`src/rtl/ui565_pack_pkg.sv`:
```
// Shared constants for the RGB565 word packer.
package ui565_pack_pkg;
  localparam int PIX_W = 16;

  // Lane counter width; never below one bit.
  function automatic int lane_w(input int n);
    return (n <= 2) ? 1 : $clog2(n);
  endfunction
endpackage

```
`src/rtl/ui565_pack.sv`:
```
// Packs one RGB565 pixel per handshake into OUT_WIDTH-bit words, first pixel in LSBs.
// A vs rising edge flushes any partial word and tags the next frame's first word.
module ui565_pack
  import ui565_pack_pkg::*;
#(
  parameter int OUT_WIDTH = 128
) (
  input  logic                 clk,
  input  logic                 rst_n,
  input  logic                 i_vs,
  input  logic                 i_in_valid,
  input  logic [PIX_W-1:0]     i_in_data,
  output logic                 o_in_ready,
  output logic                 o_out_valid,
  output logic [OUT_WIDTH-1:0] o_out_data,
  output logic                 o_out_sof,
  input  logic                 i_out_ready
);
  localparam int N  = OUT_WIDTH / PIX_W;
  localparam int CW = lane_w(N);
  localparam logic [CW-1:0] LAST = CW'(N - 1);

  if ((OUT_WIDTH % PIX_W) != 0 || OUT_WIDTH < 32) begin : g_bad_width
    $error("ui565_pack: OUT_WIDTH must be a multiple of 16 and at least 32");
  end

  logic                 r_vs_d;
  logic [CW-1:0]        r_cnt;
  logic [OUT_WIDTH-1:0] r_pack;
  logic                 r_sof_pend;
  logic                 r_flush_pend;
  logic                 r_flush_sof;
  logic                 r_out_valid;
  logic [OUT_WIDTH-1:0] r_out_data;
  logic                 r_out_sof;

  logic                 w_vs_rise;
  logic                 w_slot_free;
  logic                 w_last;
  logic                 w_accept;
  logic                 w_load_full;
  logic                 w_flush_now;
  logic                 w_flush_go;
  logic                 w_flush_sof;
  logic [OUT_WIDTH-1:0] w_pack_wr;

  assign w_vs_rise   = i_vs & ~r_vs_d;
  assign w_slot_free = ~r_out_valid | i_out_ready;
  assign w_last      = (r_cnt == LAST);
  assign o_in_ready  = ~w_vs_rise & ~r_flush_pend & (~w_last | w_slot_free);
  assign w_accept    = i_in_valid & o_in_ready;
  assign w_load_full = w_accept & w_last;

  // A frame edge with a free slot flushes straight away; otherwise it waits in flush_pend.
  assign w_flush_now = w_vs_rise & (r_cnt != '0) & ~r_flush_pend;
  assign w_flush_go  = (r_flush_pend | w_flush_now) & w_slot_free;
  assign w_flush_sof = r_flush_pend ? r_flush_sof : r_sof_pend;

  always_comb begin
    w_pack_wr = r_pack;
    for (int k = 0; k < N; k++) begin
      if (r_cnt == CW'(k)) w_pack_wr[k*PIX_W +: PIX_W] = i_in_data;
    end
  end

  always_ff @(posedge clk or negedge rst_n) begin
    if (!rst_n) begin
      r_vs_d       <= 1'b0;
      r_cnt        <= '0;
      r_pack       <= '0;
      r_sof_pend   <= 1'b0;
      r_flush_pend <= 1'b0;
      r_flush_sof  <= 1'b0;
      r_out_valid  <= 1'b0;
      r_out_data   <= '0;
      r_out_sof    <= 1'b0;
    end else begin
      r_vs_d <= i_vs;

      if (w_flush_go) begin
        r_cnt  <= '0;
        r_pack <= '0;
      end else if (w_accept) begin
        r_cnt  <= w_last ? '0 : r_cnt + CW'(1);
        r_pack <= w_last ? '0 : w_pack_wr;
      end

      // The flush word keeps the sof tag of the frame it belongs to.
      if (w_flush_go) begin
        r_flush_pend <= 1'b0;
      end else if (w_flush_now) begin
        r_flush_pend <= 1'b1;
        r_flush_sof  <= r_sof_pend;
      end

      if (w_vs_rise)        r_sof_pend <= 1'b1;
      else if (w_load_full) r_sof_pend <= 1'b0;

      if (w_load_full) begin
        r_out_valid <= 1'b1;
        r_out_data  <= w_pack_wr;
        r_out_sof   <= r_sof_pend;
      end else if (w_flush_go) begin
        r_out_valid <= 1'b1;
        r_out_data  <= r_pack;
        r_out_sof   <= w_flush_sof;
      end else if (r_out_valid & i_out_ready) begin
        r_out_valid <= 1'b0;
        r_out_data  <= '0;
        r_out_sof   <= 1'b0;
      end
    end
  end

  assign o_out_valid = r_out_valid;
  assign o_out_data  = r_out_data;
  assign o_out_sof   = r_out_sof;
endmodule

```
`config.mk`:
```
export PLATFORM = sky130hd
export DESIGN_NAME = ui565_pack
export DESIGN_NICKNAME = d
export VERILOG_FILES = /design/src/rtl/ui565_pack_pkg.sv /design/src/rtl/ui565_pack.sv
export SDC_FILE = /design/constraint.sdc
export NUM_CORES = 1
export LEC_CHECK = 0
export ABC_AREA = 1
export BUFFER_PORTS_ARGS = -buffer_cell sky130_fd_sc_hd__buf_2
export CAP_MARGIN = 5
export CORE_MARGIN = 2
export CORE_UTILIZATION = 50
export CTS_CLUSTER_SIZE = 24
export DETAILED_ROUTE_END_ITERATION = 8
export PLACE_DENSITY = 0.73
export SLEW_MARGIN = 20
export SYNTH_ARGS = -nofsm -noshare
export SYNTH_HDL_FRONTEND = slang
export SYNTH_SLANG_ARGS = --single-unit
```
`constraint.sdc`:
```
create_clock -name clk -period 2 [get_ports clk]
set_input_delay 0.3 -clock clk [delete_from_list [all_inputs] [get_ports clk]]
set_output_delay 0.3 -clock clk [all_outputs]
set_load 0.03 [all_outputs]
```
## After elaboration in Yosys (flattened, before gate mapping)

Index checks and enable logic that the tools add are counted.

- Register bits: 265
- Word-level logic and storage cells: 69

- Add/subtract/negate cells: 1
- Eq/ne operators: 7
- Mux-type cells: 27
- Bitwise logic cells: 18
- Reductions and logical operators: 7

Operators with widths:

| kind | count |
|---|---|
| 128-bit two-way mux | 6 |
| 16-bit two-way mux | 8 |
| 3-bit == test (second input constant) | 4 |
| 1-bit two-way mux | 10 |
| 1-bit AND | 9 |
| 3-bit two-way mux | 3 |
| 3-bit by 2-bit == test with 1-bit output (second input constant) | 2 |
| 1-bit inverter | 6 |
| 2-bit nonzero test | 3 |
| 3-bit nonzero test | 2 |
| 3-bit by 1-bit adder with 3-bit output (second input constant) | 1 |
| 3-bit by 1-bit == test with 1-bit output (second input constant) | 1 |
| 3-bit zero test | 1 |
| 1-bit OR | 3 |
| 2-bit AND reduction | 1 |

## Logic depth before layout (Yosys ltp)

Gate-level depths: netlist of the first run.

- Depth after elaboration: 9
- Mapped depth: 12

## Worst setup path before layout of the first run

No wires, ideal clock.

- Path kind: flip-flop to flip-flop
- Start: reg r_cnt[0]
- End: reg r_out_data[118], in the netlist o_out_data[118]
- Library setup time: 119 ps
- Data arrival time: 1896 ps
- Data required time: 1881 ps
- Slack: -15 ps
- Cell stages (with the launch flop): 11
- Period minus slack after synthesis: 2015 ps
- Cell sequence: dfrtp_1 > ha_1 > ha_1 > buf_2 > inv_1 > nor2_1 > nor2_2 > clkbuf_1 > nand4_1 > nand2_1 > nand2_1

- Cells in the longest elaborated chain, start to end: 7
- Elaborated cells on any way between the ends: 15
- Those cells by class: eq/ne: 1; mux: 3; bitwise: 9; reduce/logical: 2

Ends and longest elaborated chain:

| what | line | source |
|---|---|---|
| from (decl) | ui565_pack.sv:28 | `logic [CW-1:0] r_cnt;` |
| from (signal assigned) | ui565_pack.sv:84 | `r_cnt <= w_last ? '0 : r_cnt + CW'(1);` |
| 3-bit == test (*) | ui565_pack.sv:49 | `assign w_last = (r_cnt == LAST);` |
| 1-bit inverter (*) | ui565_pack.sv:50 | `assign o_in_ready = ~w_vs_rise & ~r_flush_pend & (~w_last \| w_slot_free);` |
| 1-bit OR (*) | ui565_pack.sv:50 |  |
| 1-bit AND (*) | ui565_pack.sv:50 |  |
| via o_in_ready | ui565_pack.sv:13 | `output logic o_in_ready,` |
| 1-bit AND (*) | ui565_pack.sv:51 | `assign w_accept = i_in_valid & o_in_ready;` |
| 1-bit AND (*) | ui565_pack.sv:52 | `assign w_load_full = w_accept & w_last;` |
| 3-bit nonzero test (no line) / 128-bit two-way mux (equally long branches) | n/a |  |
| to (signal assigned) | ui565_pack.sv:101 | `r_out_data <= w_pack_wr;` |
| to (signal assigned) | ui565_pack.sv:105 | `r_out_data <= r_pack;` |
| to (decl) | ui565_pack.sv:34 | `logic [OUT_WIDTH-1:0] r_out_data;` |

Mark *: on every way through the listed nets, which the timed path passes. The rest lies on a longest branch.
A chain may end at the register's enable or synchronous reset.

## Worst setup path in the final report of the first run

- Start: reg r_cnt[1]
- End: out o_in_ready

- Cells in the longest elaborated chain, start to end: 4

Ends and longest elaborated chain:

| what | line |
|---|---|
| 3-bit == test | ui565_pack.sv:49 |
| 1-bit inverter | ui565_pack.sv:50 |
| 1-bit OR | ui565_pack.sv:50 |
| 1-bit AND | ui565_pack.sv:50 |
| to (decl) | ui565_pack.sv:13 |

Every way passes these cells.

==> results of run 1 <==
[area by class of cell]
| type | instances | area [um2] |
|---|---|---|
| fill | 2668 | 11600 |
| multi-input combinational | 1459 | 6690 |
| sequential | 265 | 6630 |
| timing repair buffer | 227 | 1930 |
| clock buffer | 48 | 917 |
| inverter | 142 | 541 |
| tap | 384 | 480 |
| clock inverter | 4 | 25.0 |
| antenna | 2 | 5.00 |
[per-layer routing]
metal  track usage [%]  part of all wire (%)  up-vias  wire [um]
li1                  -                     -     6887          -
met1              41.6                    41     6918      19000
met2              44.2                    45      835      20800
met3              5.28                    11      111       4980
met4              11.4                   3.3        0       1520
met5                 0                     0        -          0
[sequential cells by signal (all words and copies together), names as in the netlist]
signal        cells
o_out_data      128
r_pack          128
r_cnt             3
o_out_sof         1
o_out_valid       1
r_flush_pend      1
r_flush_sof       1
r_sof_pend        1
r_vs_d            1
[cell usage in the layout, fill, tap and decap left out, types with 12 or more instances in the layout]
cell type and instances:
nor2_1 138, buf_2 148, nand4_1 257, nand2_1 748, inv_1 137, buf_4 29, clkbuf_8 12, o21ai_1 26
buf_12 34, dfrtp_1 265, o21ai_0 128, clkbuf_16 32, nand3_1 130
[Yosys cell counts, drive strengths merged]
cell type,count,area share [%]
inv,142,3.6
dfrtp,265,45
nand2,756,19
or2,1,0.042
clkbuf,89,2.3
nand4,258,11
nand3,130,4.4
a21oi,4,0.14
o21ai,163,5.8
nor3,1,0.034
nor2,140,3.6
ha,6,0.51
buf,92,4.2
[stage by stage]
stage | total power [mW] | utilization (%)
6_report | 25.7 | 59.6
5_1_grt | 27.5 | 59.6
4_1_cts | 25.5 | 59.1
3_5_place_dp | 20.1 | 55.6
3_3_place_gp | 19.6 | 55.6
2_1_floorplan | 16.8 | -
[timing repair]
action                     4_1_cts  5_1_grt
pin swaps                        2        1
hold endpoints to repair        39        0
setup buffers                    6        1
setup endpoints to repair        1      144
gates cloned                     0        3
hold buffers                     2        0
gates resized for setup          6       22
[worst paths after layout]
path                       depth (start not counted)  slack, ns              end
min reg2reg                                        2       0.48       r_sof_pend
max reg2reg                                       11       0.01       r_pack[99]
min                                                4       0.15  o_out_data[125]
max in group asynchronous                          3       1.10       r_pack[42]
max                                                7      -0.05       o_in_ready
min in group asynchronous                          2       0.25      r_pack[122]
[critical path, delay by kind of cell, from the launching register on]
kind / cells / cell delay [ns]
AND/OR/NAND/NOR: 2 / 0.14
flip-flops: 1 / 0.42
adder cells (fa/ha/maj): 2 / 0.35
buffers and inverters: 3 / 0.30
[power groups by stage]
stage / Sequential (mW) / Clock, mW / Combinational [mW]
2_1_floorplan: 10.2 / 0 / 6.57
3_3_place_gp: 8.50 / 0 / 11.2
3_5_place_dp: 8.57 / 0 / 11.5
4_1_cts: 8.51 / 5.35 / 11.6
5_1_grt: 8.75 / 5.60 / 13.2
6_report: 8.55 / 5.30 / 11.9
[logic make-up after synthesis]
family | count (synthesis) | synth area share (%)
and+or+nand+nor | 1286 | 38.5
adders and majority gates | 6 | 0.509
AOI/OAI and AO/OA | 167 | 5.90
buffers and inverters | 323 | 10.1
DFF | 265 | 45.0
==> results.cfg, run 1 <==
[clocking]
h-tree-depth = 1
clk_pin_slew_ns = 0.06
clk_path_buf_depth = 3
clk_latency_ns = 0.55
cts_num_sinks = 265
cts_root_buffer = clkbuf_16
numCtsBuffers = 29
tritoncts = built

[timing]
setup_viol_count_final = 1
final_max_slew_viol_count = 0
rsz0062_at_grt = yes
finalHoldViolCount = 0
tightestPinTransition_ns = 0.788
hold_ws_ns = 0.155
worst_slack_ns = -0.0531
finalCritPeriodShare_pct = 103
clock_skew_ns = 0.0103
setup_tns_ns = -0.0531
slew_headroom_pct = 47.5
fmax_mhz = 487
min_period_ns = 2.05

[setup_path]
critPathMaxFanout = 2
crit_type = reg2out
reg2reg_from = r_cnt[1]
start_kind = flop
arrival_ns = 1.75
slowest_delay_ns = 0.42
path_cells = ha_4 > ha_4 > inv_2 > nor2_2 > nor2_4 > buf_6 > buf_6
crit_required_ns = 1.70
worstSetupEndpointType = output port
cp_slowest_cell = dfrtp_1
worstSetupStartpoint = r_cnt[1]

[detailed_routing]
drc = 0
wl_per_cell_um = 18.3
drtIter0Drc = 1857
finalWirelength_mm = 46.3
num_vias = 14751
vias_per_cell = 5.83
ant_nets = 0
drt_pre_antenna_iters = 8

[synth]
syn-num-nets = 2074
ys_ff_latch = 265
synth_cell_type_count = 23
synth_area_um2 = 14700
ys_warn_count = 0
syn-instance-count = 2047
syn_area_per_cell_um2 = 7.21
ys_seq_area_share_pct = 45.0

[floorplanning]
die_area_um2 = 30900
design.core.area_um2 = 28900
io_pins = 152
die_w_um = 176
placement_rows = 62
die_height_um = 176
start_util_pct = 51.1

[power_and_ir_drop]
switching_share_pct = 45.1
ir_drop_uv = 1210
pwr-share-clk_pct = 20.6
power_per_cell_area_nw_per_um2 = 1490
p_comb_share_pct = 46.2
p_int_mw = 14.1
p_seq_share_pct = 33.2
leakagePower_nw = 9.61
p_sw_mw = 11.6

[outcome]
violations = setup timing
status = finished with violations

[layout]
area_growth_pct = 16.7
drive_gt1_share_pct = 13.9
finish.instance_area_um2 = 17200
final_cells = 2531
fin_nets = 2151

[global_route]
grt-ovfl-total = 0
grt_pass1_vias = 13760
grt_max_degree = 170
grt.total_usage_pct = 29.2
grt_pass1_wl_mm = 73.2
antenna_found_initial = 1

[flow_run]
cap_violations = 0

[placed_design]
dp_hpwl_mm = 27.2
dp.cells = 2465
dpl-instance-area_um2 = 16000
io_buffers = 151
gp_congestion = 0.821
dp_slack_ns = 0.0736

[min_path]
min-delay-start = i_out_ready
worst_hold_path_type = in2reg
No activity file was read; power rests on OpenSTA's default activity.
==> run 2: changes to the inputs <==
--- a/config.mk
+++ b/config.mk
@@ -6,13 +6,13 @@
 export NUM_CORES = 1
 export LEC_CHECK = 0
 export ABC_AREA = 1
-export BUFFER_PORTS_ARGS = -buffer_cell sky130_fd_sc_hd__buf_2
 export CAP_MARGIN = 5
 export CORE_MARGIN = 2
-export CORE_UTILIZATION = 50
+export CORE_UTILIZATION = 25
 export CTS_CLUSTER_SIZE = 24
 export DETAILED_ROUTE_END_ITERATION = 8
-export PLACE_DENSITY = 0.73
+export DONT_BUFFER_PORTS = 1
+export PLACE_DENSITY = 0.42
 export SLEW_MARGIN = 20
 export SYNTH_ARGS = -nofsm -noshare
 export SYNTH_HDL_FRONTEND = slang
==> run 2 against run 1 <==
Against the previous run:
- the run ends with hold timing, setup timing left
- largest cell class unchanged
- sequential power rose by 25%
- core utilization fell by 29 points
- first-iteration DRC count fell by 25%
- flip-flop and latch count did not move
==> results.cfg, run 2 (synthesis results as in run 1) <==
[detailed_routing]
num_vias = 14240
drc = 0
wl_per_cell_um = 22.1
drt_pre_antenna_iters = 6
vias_per_cell = 5.05
finalWirelength_mm = 62.2
drtIter0Drc = 1401
ant_nets = 0

[power_and_ir_drop]
switching_share_pct = 45.4
ir_drop_uv = 890
p_seq_share_pct = 39.7
leakagePower_nw = 9.28
pwr-share-clk_pct = 24.3
p_comb_share_pct = 36.0
p_sw_mw = 12.3
power_per_cell_area_nw_per_um2 = 1520
power_mw = 27.0
p_int_mw = 14.8

[floorplanning]
placement_rows = 89
io_pins = 152
start_util_pct = 25.1
die_height_um = 247
die_w_um = 247
design.core.area_um2 = 58700
die_area_um2 = 61000

[placed_design]
dpl-instance-area_um2 = 16000
io_buffers = 0
gp_congestion = 0.749
dp_slack_ns = 0.0591
dp_hpwl_mm = 33.3

[setup_path]
crit_required_ns = 1.70
start_kind = flop
r2r_cells = 10
critPathMaxFanout = 7
crit_type = reg2out
r2r_setup_slack_ns = 0.02
arrival_ns = 1.71
slowest_delay_ns = 0.39
worstSetupEndpointType = output port
worstSetupStartpoint = r_cnt[0]
reg2reg_from = r_cnt[0]
cp_slowest_cell = dfrtp_1
endpoint = o_in_ready
r2r_end = o_out_data[26]
path_cells = ha_2 > ha_4 > inv_2 > nor2_2 > nor2_4 > buf_12

[global_route]
grt_pass1_vias = 13578
grt_pass1_wl_mm = 90.1
grt.total_usage_pct = 19.6
grt_max_degree = 266
antenna_found_initial = 1
grt-ovfl-total = 0

[layout]
drive_gt1_share_pct = 9.88
fill_cells = 6211
most-common-layout-cells = nand2_1, dfrtp_1, nand4_1, nor2_1, inv_1
multiInputGateArea_um2 = 6730
finish.instance_area_um2 = 17800
fin_nets = 2046
utilization_pct = 30.3
regArea_um2 = 6630
area_growth_pct = 20.7
final_common_cell = nand2_1

[clocking]
clk_path_buf_depth = 3
cts_num_sinks = 265
numCtsBuffers = 35
ctsHoldBuffers = 8
tritoncts = built
cts_root_buffer = clkbuf_16
clk_latency_ns = 0.56
h-tree-depth = 2
clk_pin_slew_ns = 0.06

[timing]
finalCritPeriodShare_pct = 101
hold_ws_ns = -0.546
worst_slack_ns = -0.0115
setup_viol_count_final = 1
slew_headroom_pct = 21.6
min_period_ns = 2.01
finalHoldViolCount = 265
final_max_slew_viol_count = 0
fmax_mhz = 497
clock_skew_ns = 0.0232
tightestPinTransition_ns = 1.18
rsz0062_at_grt = yes

[outcome]
violations = hold timing, setup timing
status = finished with violations

[flow_run]
cap_violations = 0

[min_path]
worst_hold_path_type = in2async
==> run 2: power by group through the flow <==
stage	Combinational [mW]	Clock [mW]	Sequential (mW)
detailed placement	9.08	0	10.9
floorplan	6.57	0	10.2
global placement	8.90	0	10.8
finish	9.73	6.56	10.7
global route	11.0	6.96	11.0
CTS	9.35	6.75	10.8
==> run 2: worst min-delay path by stage <==
stage	to	slack (ns)	start
after floorplan	o_out_data[0]	0.004	rst_n
after global placement	o_out_data[87]	0.02	rst_n
after detailed placement	o_out_data[87]	0.02	rst_n
after CTS	o_out_data[66]	-0.58	rst_n
after global routing	o_out_data[90]	-0.57	rst_n
final	o_out_data[87]	-0.55	rst_n
==> run 2: timing repair <==
item                                    in CTS  in global routing
endpoints found under the hold margin      333                265
gates resized for setup                      5                 40
cloned                                       3                  8
buffers inserted                             5                  7
endpoints found under the setup margin       1                240
pin swaps                                    2                  2
==> run 2: layout make-up <==
| cell class | instances | share of cell area (%) |
|---|---|---|
| tap | 773 | 5.43 |
| inverter | 142 | 3.05 |
| multi-input combinational | 1459 | 37.8 |
| antenna | 1 | 0.0141 |
| timing repair buffer | 116 | 9.89 |
| clock inverter | 8 | 0.541 |
| clock buffer | 55 | 6.03 |
| sequential | 265 | 37.2 |
==> run 2: critical path: cells and delay by family (launching register included) <==
| family | cells | cell delay, ns |
|---|---|---|
| flip-flops | 1 | 0.39 |
| adder cells (fa/ha/maj) | 2 | 0.37 |
| AND/OR/NAND/NOR | 2 | 0.17 |
| buffers and inverters | 2 | 0.22 |
==> run 2: per-stage QoR <==
step                hold WS [ns]  setup TNS [ns]  instances
floorplan                0.00441               0       2047
finish                    -0.546         -0.0115       2819
detailed placement        0.0158               0       2724
CTS                       -0.584         -0.0535       2803
global placement          0.0177               0       2724
global route              -0.566           -1.04       2818
==> run 2: routing by layer <==
metal / GRT usage [%] / wire (um) / vias up / share of wire [%]
li1: - / - / 6681 / -
met1: 26.7 / 27400 / 6927 / 44
met2: 29.9 / 27700 / 539 / 45
met3: 5.19 / 5170 / 93 / 8.3
met4: 6.77 / 2010 / 0 / 3.2
met5: 0 / 0 / - / 0
==> run 3: changes to the inputs <==
==> constraint.sdc (replaced) <==
create_clock -name clk -period 2.4 [get_ports clk]
set_input_delay 0.36 -clock clk [delete_from_list [all_inputs] [get_ports clk]]
set_output_delay 0.36 -clock clk [all_outputs]
set_load 0.03 [all_outputs]
==> run 3 against run 2 <==
Against the previous run:
- the flow finishes with violations (hold timing)
- non-clock buffer count is 68 lower
- die area unchanged
- combinational power decreased by 26%
==> results.cfg, run 3 (synthesis results as in run 1) <==
[clocking]
tritoncts = built
clk_pin_slew_ns = 0.06
clk_path_buf_depth = 3
clk_latency_ns = 0.55
ctsHoldBuffers = 1
cts_root_buffer = clkbuf_16
cts_num_sinks = 265
numCtsBuffers = 36
h-tree-depth = 2

[setup_path]
cp_slowest_cell = dfrtp_1
worstSetupEndpointType = output port
crit_type = reg2out
worstSetupStartpoint = r_cnt[0]
r2r_cells = 11
critPathMaxFanout = 19
reg2reg_from = r_cnt[0]
arrival_ns = 1.92
r2r_setup_slack_ns = 0.23
slowest_delay_ns = 0.41
path_cells = ha_2 > ha_4 > inv_1 > nor2_1 > nor2_4 > buf_12 > buf_16
endpoint = o_in_ready
crit_required_ns = 2.04
start_kind = flop
r2r_end = o_out_data[10]

[timing]
tightestPinTransition_ns = 0.791
finalHoldViolCount = 265
clock_skew_ns = 0.0282
finalCritPeriodShare_pct = 95.0
slew_headroom_pct = 47.2
min_period_ns = 2.28
final_max_slew_viol_count = 0
rsz0062_at_grt = no
setup_viol_count_final = 0
hold_ws_ns = -0.487
setup_tns_ns = 0
fmax_mhz = 438

[placed_design]
io_buffers = 0
dp_hpwl_mm = 31.5
gp_congestion = 0.762

[detailed_routing]
drtIter0Drc = 1279
drc = 0
drt_pre_antenna_iters = 7
top_layer = met4
ant_nets = 0
met2WireLength_mm = 25.5
wl_met1_mm = 25.6
dr_wl_met3_mm = 4.37
vias_per_cell = 5.02
num_vias = 13804
finalWirelength_mm = 56.7
wl_per_cell_um = 20.6

[layout]
drive_gt1_share_pct = 6.33
antennaDiodeCount = 0
most-common-layout-cells = nand2_1, dfrtp_1, nand4_1, nor2_1, inv_1
fin_nets = 1979
area_growth_pct = 12.8
final_common_cell = nand2_1
utilization_pct = 28.4
fill_cells = 6296

[outcome]
status = finished with violations
violations = hold timing

[floorplanning]
die_w_um = 247
placement_rows = 89
start_util_pct = 25.1
design.core.area_um2 = 58700
io_pins = 152
die_height_um = 247
die_area_um2 = 61000

[power_and_ir_drop]
power_per_cell_area_nw_per_um2 = 1290
leakagePower_nw = 8.72
ir_drop_uv = 524

[global_route]
grt_max_degree = 266
grt_pass1_wl_mm = 86.2
antenna_found_initial = 0
grt-ovfl-total = 0
grt.total_usage_pct = 18.4
grt_pass1_vias = 13344

[min_path]
worst_hold_path_type = in2async

[flow_run]
cap_violations = 0
[run 3: cell types whose count changed in the layout (fill, tap and decap cells not counted), sizes merged]
cell / previous run / this run
clkbuf: 63 / 51
buf: 100 / 45
clkinv: 4 / 8
dlygate4sd3: 6 / 1
diode: 1 / 0
inv: 143 / 141
[run 3: critical path, delay by kind of cell (launching register included)]
| family | cells | cell delay (ns) |
|---|---|---|
| and+or+nand+nor | 2 | 0.22 |
| DFF | 1 | 0.41 |
| adders and majority gates | 2 | 0.38 |
| buffers and inverters | 3 | 0.35 |
[run 3: routing by layer]
metal	vias up	global-route usage, %
met2	448	28.2
li1	6532	-
met5	-	0
met4	0	4.87
met1	6756	25.8
met3	68	4.30
[run 3: cell type report]
cell class / instances / area [um2] / share of cell area, %
Tap cell: 773 / 967 / 5.81
Inverter: 142 / 534 / 3.21
Sequential cell: 265 / 6630 / 39.9
Multi-Input combinational cell: 1459 / 6670 / 40.1
Clock buffer: 51 / 1030 / 6.18
Clock inverter: 10 / 103 / 0.617
Timing Repair Buffer: 48 / 703 / 4.23
[run 3: how the worst min path moves through the flow]
| stage | to | slack [ns] | start | depth (start not counted) |
|---|---|---|---|---|
| after floorplan | o_out_data[0] | 0.06 | rst_n | 0 |
| after global placement | o_out_data[86] | 0.08 | rst_n | 0 |
| after detailed placement | o_out_data[86] | 0.08 | rst_n | 0 |
| after CTS | o_out_data[86] | -0.50 | rst_n | 0 |
| after global routing | o_out_data[95] | -0.51 | rst_n | 0 |
| final | o_out_data[91] | -0.49 | rst_n | 0 |
[run 3: what timing repair did]
action / 4_1_cts / 5_1_grt
gates resized for setup: 1 / 3
pin swaps: 0 / 1
endpoints found under the setup margin: 1 / 58
buffers inserted: 1 / 1
gates cloned: 2 / 0
endpoints found under the hold margin: 267 / 265
[run 3: per-stage QoR]
stage | power (mW) | setup WS, ns | area [um2] | instances | hold slack, ns
6_report | 21.4 | 0.119 | 16600 | 2748 | -0.487
5_1_grt | 23.1 | 0.0322 | 16600 | 2748 | -0.508
4_1_cts | 21.6 | 0.0117 | 16600 | 2747 | -0.503
3_5_place_dp | 16.1 | 0.321 | 15400 | 2682 | 0.0816
3_3_place_gp | 15.9 | 0.332 | 15400 | 2682 | 0.0825
2_1_floorplan | 14.0 | 0.385 | 14700 | 2047 | 0.0644
[run 3: power breakdown]
part,leakage [nW],switching (mW),internal (mW),total (mW)
Sequential,3.55,2.83,6.10,8.93
Combinational,4.61,4.84,2.32,7.16
Clock,0.558,2.12,3.18,5.30
Total,8.72,9.79,11.6,21.4
